==> config.mk <==
export PLATFORM = sky130hd
export DESIGN_NAME = adaptive_filter_ctrl
export DESIGN_NICKNAME = d
export VERILOG_FILES = /design/src/rtl/adaptive_filter_pkg.sv /design/src/rtl/adaptive_filter_ctrl.sv
export SDC_FILE = /design/constraint.sdc
export NUM_CORES = 1
export LEC_CHECK = 0
export ABC_AREA = 1
export CAP_MARGIN = 15
export CORE_UTILIZATION = 34
export CTS_CLUSTER_SIZE = 24
export DETAILED_ROUTE_END_ITERATION = 7
export PLACE_DENSITY = 0.85
export SYNTH_ARGS = -nofsm -noshare
export SYNTH_HDL_FRONTEND = slang
export SYNTH_SLANG_ARGS = --single-unit
==> constraint.sdc <==
create_clock -name clk -period 3.8 [get_ports clk]
set_clock_uncertainty 0.15 [all_clocks]
set_input_delay 0.95 -clock clk [delete_from_list [all_inputs] [get_ports clk]]
set_output_delay 0.95 -clock clk [all_outputs]
set_load 0.02 [all_outputs]
==> src/rtl/adaptive_filter_pkg.sv <==
// adaptive_filter_pkg: shared types and defaults for the adaptive FIR filter and its mode sequencer.
package adaptive_filter_pkg;
  typedef enum logic [1:0] {RUN, DRAIN, RESET} ctrl_state_t;
  localparam logic MODE_DIFF = 1'b0;
  localparam logic MODE_INTEGR = 1'b1;
  localparam int CTRL_RST_CYCLES = 2;
  localparam int CTRL_BLANK_LEN = 10;
endpackage

==> src/rtl/adaptive_filter_ctrl.sv <==
// adaptive_filter_ctrl: sequences filter mode changes, stalling the source during re-init and blanking the fill transient.
module adaptive_filter_ctrl
  import adaptive_filter_pkg::*;
#(
  parameter int DATA_WIDTH = 14,
  parameter int RST_CYCLES = CTRL_RST_CYCLES,
  parameter int BLANK_LEN  = CTRL_BLANK_LEN
) (
  input  logic                  clk,
  input  logic                  srst,
  input  logic [DATA_WIDTH-1:0] s_tdata,
  input  logic                  s_tvalid,
  output logic                  s_tready,
  input  logic                  mode_req_valid,
  input  logic                  mode_req,
  output logic                  mode_req_ready,
  output logic                  mode,
  output logic                  busy,
  output logic                  switch_done,
  output logic                  f_srst,
  output logic                  f_ctrl,
  output logic [DATA_WIDTH-1:0] f_s_tdata,
  output logic                  f_s_tvalid,
  input  logic [DATA_WIDTH-1:0] f_m_tdata,
  input  logic                  f_m_tvalid,
  output logic [DATA_WIDTH-1:0] m_tdata,
  output logic                  m_tvalid
);
  localparam int RW = $clog2(RST_CYCLES + 1);
  localparam int BW = BLANK_LEN > 0 ? $clog2(BLANK_LEN + 1) : 1;
  ctrl_state_t state_q, state_d;
  logic [RW-1:0] rst_cnt_q, rst_cnt_d;
  logic [BW-1:0] blank_cnt_q, blank_cnt_d;
  logic pending_q, pending_d, mode_q, mode_d, sw_q, sw_d, done_q, done_d;
  logic req_acc, exit_reset;
  assign req_acc    = state_q == RUN && mode_req_valid;
  assign exit_reset = state_q == RESET && rst_cnt_q <= RW'(1);
  // sw_q distinguishes a requested switch from the post-reset exit, which must not pulse switch_done
  always_comb begin
    state_d   = state_q;
    rst_cnt_d = rst_cnt_q;
    pending_d = pending_q;
    mode_d    = mode_q;
    sw_d      = sw_q;
    if (req_acc) begin
      state_d   = DRAIN;
      pending_d = mode_req;
      sw_d      = 1'b1;
    end
    if (state_q == DRAIN) begin
      state_d   = RESET;
      rst_cnt_d = RW'(RST_CYCLES);
      mode_d    = pending_q;
    end
    if (state_q == RESET) rst_cnt_d = rst_cnt_q - RW'(1);
    if (exit_reset) begin
      state_d = RUN;
      sw_d    = 1'b0;
    end
    done_d      = exit_reset & sw_q;
    blank_cnt_d = exit_reset ? BW'(BLANK_LEN)
                : (f_m_tvalid && blank_cnt_q != '0) ? blank_cnt_q - BW'(1) : blank_cnt_q;
  end
  always_ff @(posedge clk) begin
    if (srst) begin
      state_q     <= RESET;
      rst_cnt_q   <= RW'(RST_CYCLES);
      pending_q   <= MODE_DIFF;
      mode_q      <= MODE_DIFF;
      sw_q        <= 1'b0;
      done_q      <= 1'b0;
      blank_cnt_q <= BW'(BLANK_LEN);
    end else begin
      state_q     <= state_d;
      rst_cnt_q   <= rst_cnt_d;
      pending_q   <= pending_d;
      mode_q      <= mode_d;
      sw_q        <= sw_d;
      done_q      <= done_d;
      blank_cnt_q <= blank_cnt_d;
    end
  end
  assign s_tready       = state_q == RUN;
  assign mode_req_ready = state_q == RUN;
  assign busy           = state_q != RUN;
  assign mode           = mode_q;
  assign f_ctrl         = mode_q;
  assign f_srst         = srst | (state_q == RESET);
  assign switch_done    = done_q;
  assign f_s_tvalid     = s_tvalid & s_tready;
  assign f_s_tdata      = s_tdata;
  assign m_tdata        = f_m_tdata;
  assign m_tvalid       = f_m_tvalid & (blank_cnt_q == '0);
endmodule

==> results.md, run 1 <==
* Status: finished clean
* Hold crit path type: reg -> reg
* Gp weighted congestion at 0.770
* DIE AREA at 2660 sq um
* Worst-margin pin slew at 222 ps
* DRT Pass-1 Iters at 4
* Unrepaired setup endpoints after global routing: no
* Antenna violations before repair at 0
* Layout area overhead at -1.65%
* Setup Crit Path Kind: in -> out
* Worst-Skew Late Latency at 270 ps
* Hold Slack at 316 ps
* Tcrit/Tclk final at 0.891
* R2r worst-path depth at 6
* Met1 Routed Length at 567 um
* Crit path DAT at 2290 ps
* Placed insts at 122
* Global Route Usage Sum at 0.103
* Non-filler cells in the finished layout at 126
* Pwr/cell area at 659 nW/um^2
* Setup crit end kind: output pin
* Routed Wire Length at 1290 um
* Setup_tns at 0 ps
* Top-area cell type share of the netlist area at 0.287
* Syn Nets at 149
* Die X at 51.6 um
* Cell taking the most area after synthesis: dfxtp_1
* Nets@finish at 138
* Core Area at 2250 sq um
* Yosys cell types at 19
* Post-CTS Hold Buffers at 0
* Final hold viol count at 0
* Congestion Overflow GR at 0
* Ys async rst share at 0
* Final ANT Viol Nets at 0
* Fillers at 248
* Vias per std cell at 4.63
* Mapped Area at 836 sq um
* Main area contributors after synthesis: dfxtp_1 (29%), buf_4 (27%), ha_1 (7.5%), inv_1 (6.3%), nand2_1 (5.4%)
* Met2 wire length at 585 um
* Vias at 584
* Dominant synthesized flop cell: dfxtp_1
* Port Buffer Count at 14
* TritonCTS clock tree: built
* HPWL after detailed placement at 1020 um
* YS warnings at 0
* First-pass GRT wire length at 2010 um
* IO Count at 71
* Setup bufs post-CTS at 0
* Pleak at 0.399 nW
* #FFs+latches synth at 12
* Vias in the first global route at 519
* Initial core utilization at 0.371
* DR top layer: met4
* Number of max-cap violations at 0
* Layout cells sized above 1 at 0.173
* Max VDD drop at 0.000293 V
* Worst slew margin at 0.852
* Avg WL per Cell at 10.3 um
* Htree depth at 1
* First DRT Iteration DRCs at 11
* R2r setup slk at 2430 ps
* CP Launch Type: input pin
* Mapped Cells at 110
* Height of the die at 51.6 um
* Post-synthesis sequential area ratio at 0.287
* Peak Freq at 0.295 GHz
* Drc violations at 0
* Max-slew violations at 0
* Worst-path clk slew at 70 ps
* Number of gates resized after CTS at 0
* Worst Hold Path Cells at 2
* Clk sinks at 12
* CTS Buffer Depth at 2
* Row cnt at 17
* CTS Buf Count at 3
* Ant diodes at 0
* Fin crit period at 3390 ps
* Final setup fails at 0
* WP data required at 2700 ps
* Crit path max fanout at 4
* Largest net degree at the start of global routing at 8
* CTS root buffer: clkbuf_4
* Synth Area per Inst at 7.60 sq um
* Number of flops mapped to enable cells by yosys at 0
* DR WL met3 at 131 um
synthesized netlist by cell type (2+ instances only):
cell and n:
buf_4 30, nand2_1 12, inv_2 3, a21oi_1 2
nor2_1 8, dfxtp_1 12, o21ai_0 4, nor2_2 2
inv_1 14, nand2_2 3, nand2_4 2, nand3_1 7
ha_1 5
layer usage:
layer	global-route usage	vias to the layer above
met1	0.108	267
met2	0.169	32
met3	0.0468	4
li1	-	281
met4	0.0586	0
met5	0	-
layout make-up:
class / count / area (sq um) / share of cell area
Clock buffer: 4 / 36.3 / 0.0441
Inverter: 18 / 68.8 / 0.0837
Multi-Input combinational cell: 50 / 302 / 0.367
Sequential cell: 12 / 240 / 0.292
Tap cell: 28 / 35.0 / 0.0426
Timing Repair Buffer: 14 / 140 / 0.170
registers in the layout, indices dropped and copies added, names as in the netlist:
register,count
blank_cnt_q,4
rst_cnt_q,2
switch_done,1
state_q,2
sw_q,1
f_ctrl,1
pending_q,1
metrics by stage:
step                      setup WS (ps)  power (mW)  utilization  instance area [sq um]
final                               414       0.542        0.365                    822
after global routing                343       0.589        0.365                    822
after CTS                           407       0.549        0.365                    822
after detailed placement            418       0.443        0.349                    786
after global placement              442       0.432        0.349                    786
after floorplan                    1440       0.412            -                    836
placed cells by master, fill, tap and decap left out, drive strengths merged:
cell type	count
nor2	10
nand2	17
ha	5
clkbuf	4
a211oi	1
clkinv	1
inv	17
o21ai	5
clkdlybuf4s50	14
nand3	7
nor3	1
dfxtp	12
a21oi	3
o211ai	1
path summary, 6_finish.rpt:
check	from	end
setup / recovery	f_m_tvalid	m_tvalid
hold reg to reg	blank_cnt_q[0]	blank_cnt_q[0]
hold / removal	blank_cnt_q[0]	blank_cnt_q[0]
setup reg to reg	state_q[0]	state_q[0]
critical path, cell delays in order:
cell and delay, ps:
clkdlybuf4s50_1 570, inv_1 60, nor2_1 100, clkdlybuf4s50_1 610
cell families (layout without fill, tap and decap cells):
logic type | after synthesis | in the layout | synth area share
AO/OA/AOI/OAI | 10 | 10 | 0.0838
adder cells (fa/ha/maj) | 5 | 5 | 0.0749
buffers and inverters | 48 | 36 | 0.352
flip-flops | 12 | 12 | 0.287
AND/OR/NAND/NOR | 35 | 35 | 0.202
report_power, final:
part           internal [mW]  switching [mW]
Clock                 0.0582          0.0423
Combinational          0.112           0.148
Sequential             0.158          0.0227
No activity file was read; power rests on OpenSTA's default activity.
==> run 2: changes to the inputs <==
--- a/config.mk
+++ b/config.mk
@@ -7,10 +7,11 @@
 export LEC_CHECK = 0
 export ABC_AREA = 1
 export CAP_MARGIN = 15
-export CORE_UTILIZATION = 34
+export CORE_UTILIZATION = 28
 export CTS_CLUSTER_SIZE = 24
 export DETAILED_ROUTE_END_ITERATION = 7
-export PLACE_DENSITY = 0.85
+export PLACE_DENSITY = 0.75
+export REMOVE_ABC_BUFFERS = 1
 export SYNTH_ARGS = -nofsm -noshare
 export SYNTH_HDL_FRONTEND = slang
 export SYNTH_SLANG_ARGS = --single-unit
==> constraint.sdc (replaced) <==
create_clock -name clk -period 2.81 [get_ports clk]
set_clock_uncertainty 0.15 [all_clocks]
set_input_delay 0.7025 -clock clk [delete_from_list [all_inputs] [get_ports clk]]
set_output_delay 0.7025 -clock clk [all_outputs]
set_load 0.005 [all_outputs]
==> results.md, run 2 (synthesized netlist as in run 1, its figures left out) <==
* Height of the die at 56.6 um (+9.8%)
* Max VDD drop at 0.000369 V (+26%)
* Critical Path End: f_srst
* Area post-placement at 805 sq um (+2.4%)
* Die X at 56.6 um (+9.8%)
* Congestion Overflow GR at 0 (unchanged)
* CP Launch Type: input pin
* Number of gates resized after CTS at 0 (unchanged)
* Worst-margin pin slew at 172 ps (-50.5 ps)
* Largest reg by FF count: blank_cnt_q
* Unrepaired setup endpoints after global routing: no
* Crit path max fanout at 3 (-1)
* Initial core utilization at 0.300 (-0.0702)
* Layout cells sized above 1 at 0.190 (+0.0165)
* Post-CTS Hold Buffers at 0 (unchanged)
* Worst-path clk slew at 80 ps (about the same)
* Fin util at 0.302 (-0.0623)
* Peak Freq at 0.375 GHz
* Largest registers: blank_cnt_q x4, rst_cnt_q x2, state_q x2
* Antenna violations before repair at 0 (unchanged)
* Drc violations at 0 (unchanged)
* Hold Slack at 320 ps (+3.96 ps)
* Setup bufs post-CTS at 0 (unchanged)
* Worst slew margin at 0.884 (+0.0329)
* Finished layout cell area at 841 sq um (+2.3%)
* CTS root buffer: clkbuf_4
* Max reg flops at 4 (unchanged)
* Final hold viol count at 0 (unchanged)
* Most frequent cells in the layout: inv_1 (14), clkdlybuf4s50_1 (14), nand2_1 (12), dfxtp_1 (12), nor2_1 (8)
* Largest net degree at the start of global routing at 8 (unchanged)
* Routed Wire Length at 2100 um (+63%)
* Pleak at 0.408 nW (+2.4%)
* Core Area at 2780 sq um (+23%)
* DRT Pass-1 Iters at 4 (unchanged)
* Worst Setup SP: srst
* Status: finished clean
* Global Route Usage Sum at 0.141 (+0.0385)
* Tcrit/Tclk final at 0.948
* Max-slew violations at 0 (unchanged)
* Setup Crit Path Kind: in -> out
* Setup_tns at 0 ps (unchanged)
* Crit path DAT at 1810 ps (-480 ps)
* IO Count at 71 (unchanged)
* Final worst setup slack at 145 ps (-269 ps)
* Vias per std cell at 4.56 (-1.5%)
* Worst-Skew Late Latency at 270 ps (about the same)
* Placed insts at 127 (+4.1%)
* Crit Reg-Reg Endpoint: state_q[0]
* Ant diodes at 0 (unchanged)
* Power, Total at 693 uW (+28%)
* Final setup fails at 0 (unchanged)
* Hold crit path type: reg -> reg
* Fillers at 303 (+22%)
* HPWL after detailed placement at 1690 um (+65%)
* Nets@finish at 140 (+1.4%)
* Avg WL per Cell at 16.1 um (+57%)
* First-pass GRT wire length at 3150 um (+56%)
* Reg2Reg Launch Point: state_q[0]
* Setup WS pre-CTS at 136 ps (-282 ps)
* DIE AREA at 3210 sq um (+21%)
* R2r setup slk at 1470 ps (-960 ps)
* Htree depth at 1 (unchanged)
* Layout area overhead at 0.599%
* WP data required at 1960 ps (-740 ps)
* Vias in the first global route at 598 (+15%)
* Row cnt at 19 (+2)
* Pwr/cell area at 824 nW/um^2 (+25%)
* CTS Buffer Depth at 2 (unchanged)
* Clk sinks at 12 (unchanged)
* Final ANT Viol Nets at 0 (unchanged)
* Gp weighted congestion at 0.698 (-9.3%)
* CTS Buf Count at 3 (unchanged)
* Worst Hold Path Cells at 2 (unchanged)
* Number of max-cap violations at 0 (unchanged)
* Port Buffer Count at 14 (unchanged)
* Vias at 598 (+2.4%)
* Non-filler cells in the finished layout at 131 (+4.0%)
* Fin crit period at 2670 ps
* First DRT Iteration DRCs at 19 (+8)
* Setup crit end kind: output pin
* R2r worst-path depth at 6 (unchanged)
* TritonCTS clock tree: built
## run 2: changes by cell type in the layout (fill, tap and decap cells not counted)
cell,before,now
buf_4,0,2
## run 2: worst min-delay path by stage
stage                         startpoint             end  slack [ps]
after global placement    blank_cnt_q[0]  blank_cnt_q[0]         300
final                               sw_q     switch_done         320
after detailed placement  blank_cnt_q[0]  blank_cnt_q[0]         310
after floorplan                     sw_q     switch_done         270
after global routing                sw_q     switch_done         350
after CTS                 blank_cnt_q[0]  blank_cnt_q[0]         320
## run 2: critical path, stage by stage
cell             delay (ps)
clkdlybuf4s50_1         500
inv_1                    60
nand2_1                  60
clkdlybuf4s50_1         490
## run 2: where the power goes
part	internal, mW	switching (mW)	total [mW]	leakage [nW]
logic	0.152	0.159	0.311	0.289
registers	0.214	0.0302	0.245	0.0986
clock network	0.0787	0.0583	0.137	0.0210
## run 2: cell type report
cell class | instances | area [sq um] | area share
multi-input cells | 50 | 302 | 0.359
flip-flops and latches | 12 | 240 | 0.286
repair buffers | 16 | 155 | 0.185
inverters | 18 | 68.8 | 0.0818
well taps | 31 | 38.8 | 0.0461
clock buffers | 4 | 36.3 | 0.0432
## run 2: routing by layer
metal  vias up  global-route usage  part of all wire
li1        286                   -                 -
met2        42               0.160              0.36
met3         4               0.168              0.21
met4         0              0.0627             0.018
met5         -                   0                 0
met1       266               0.153              0.41
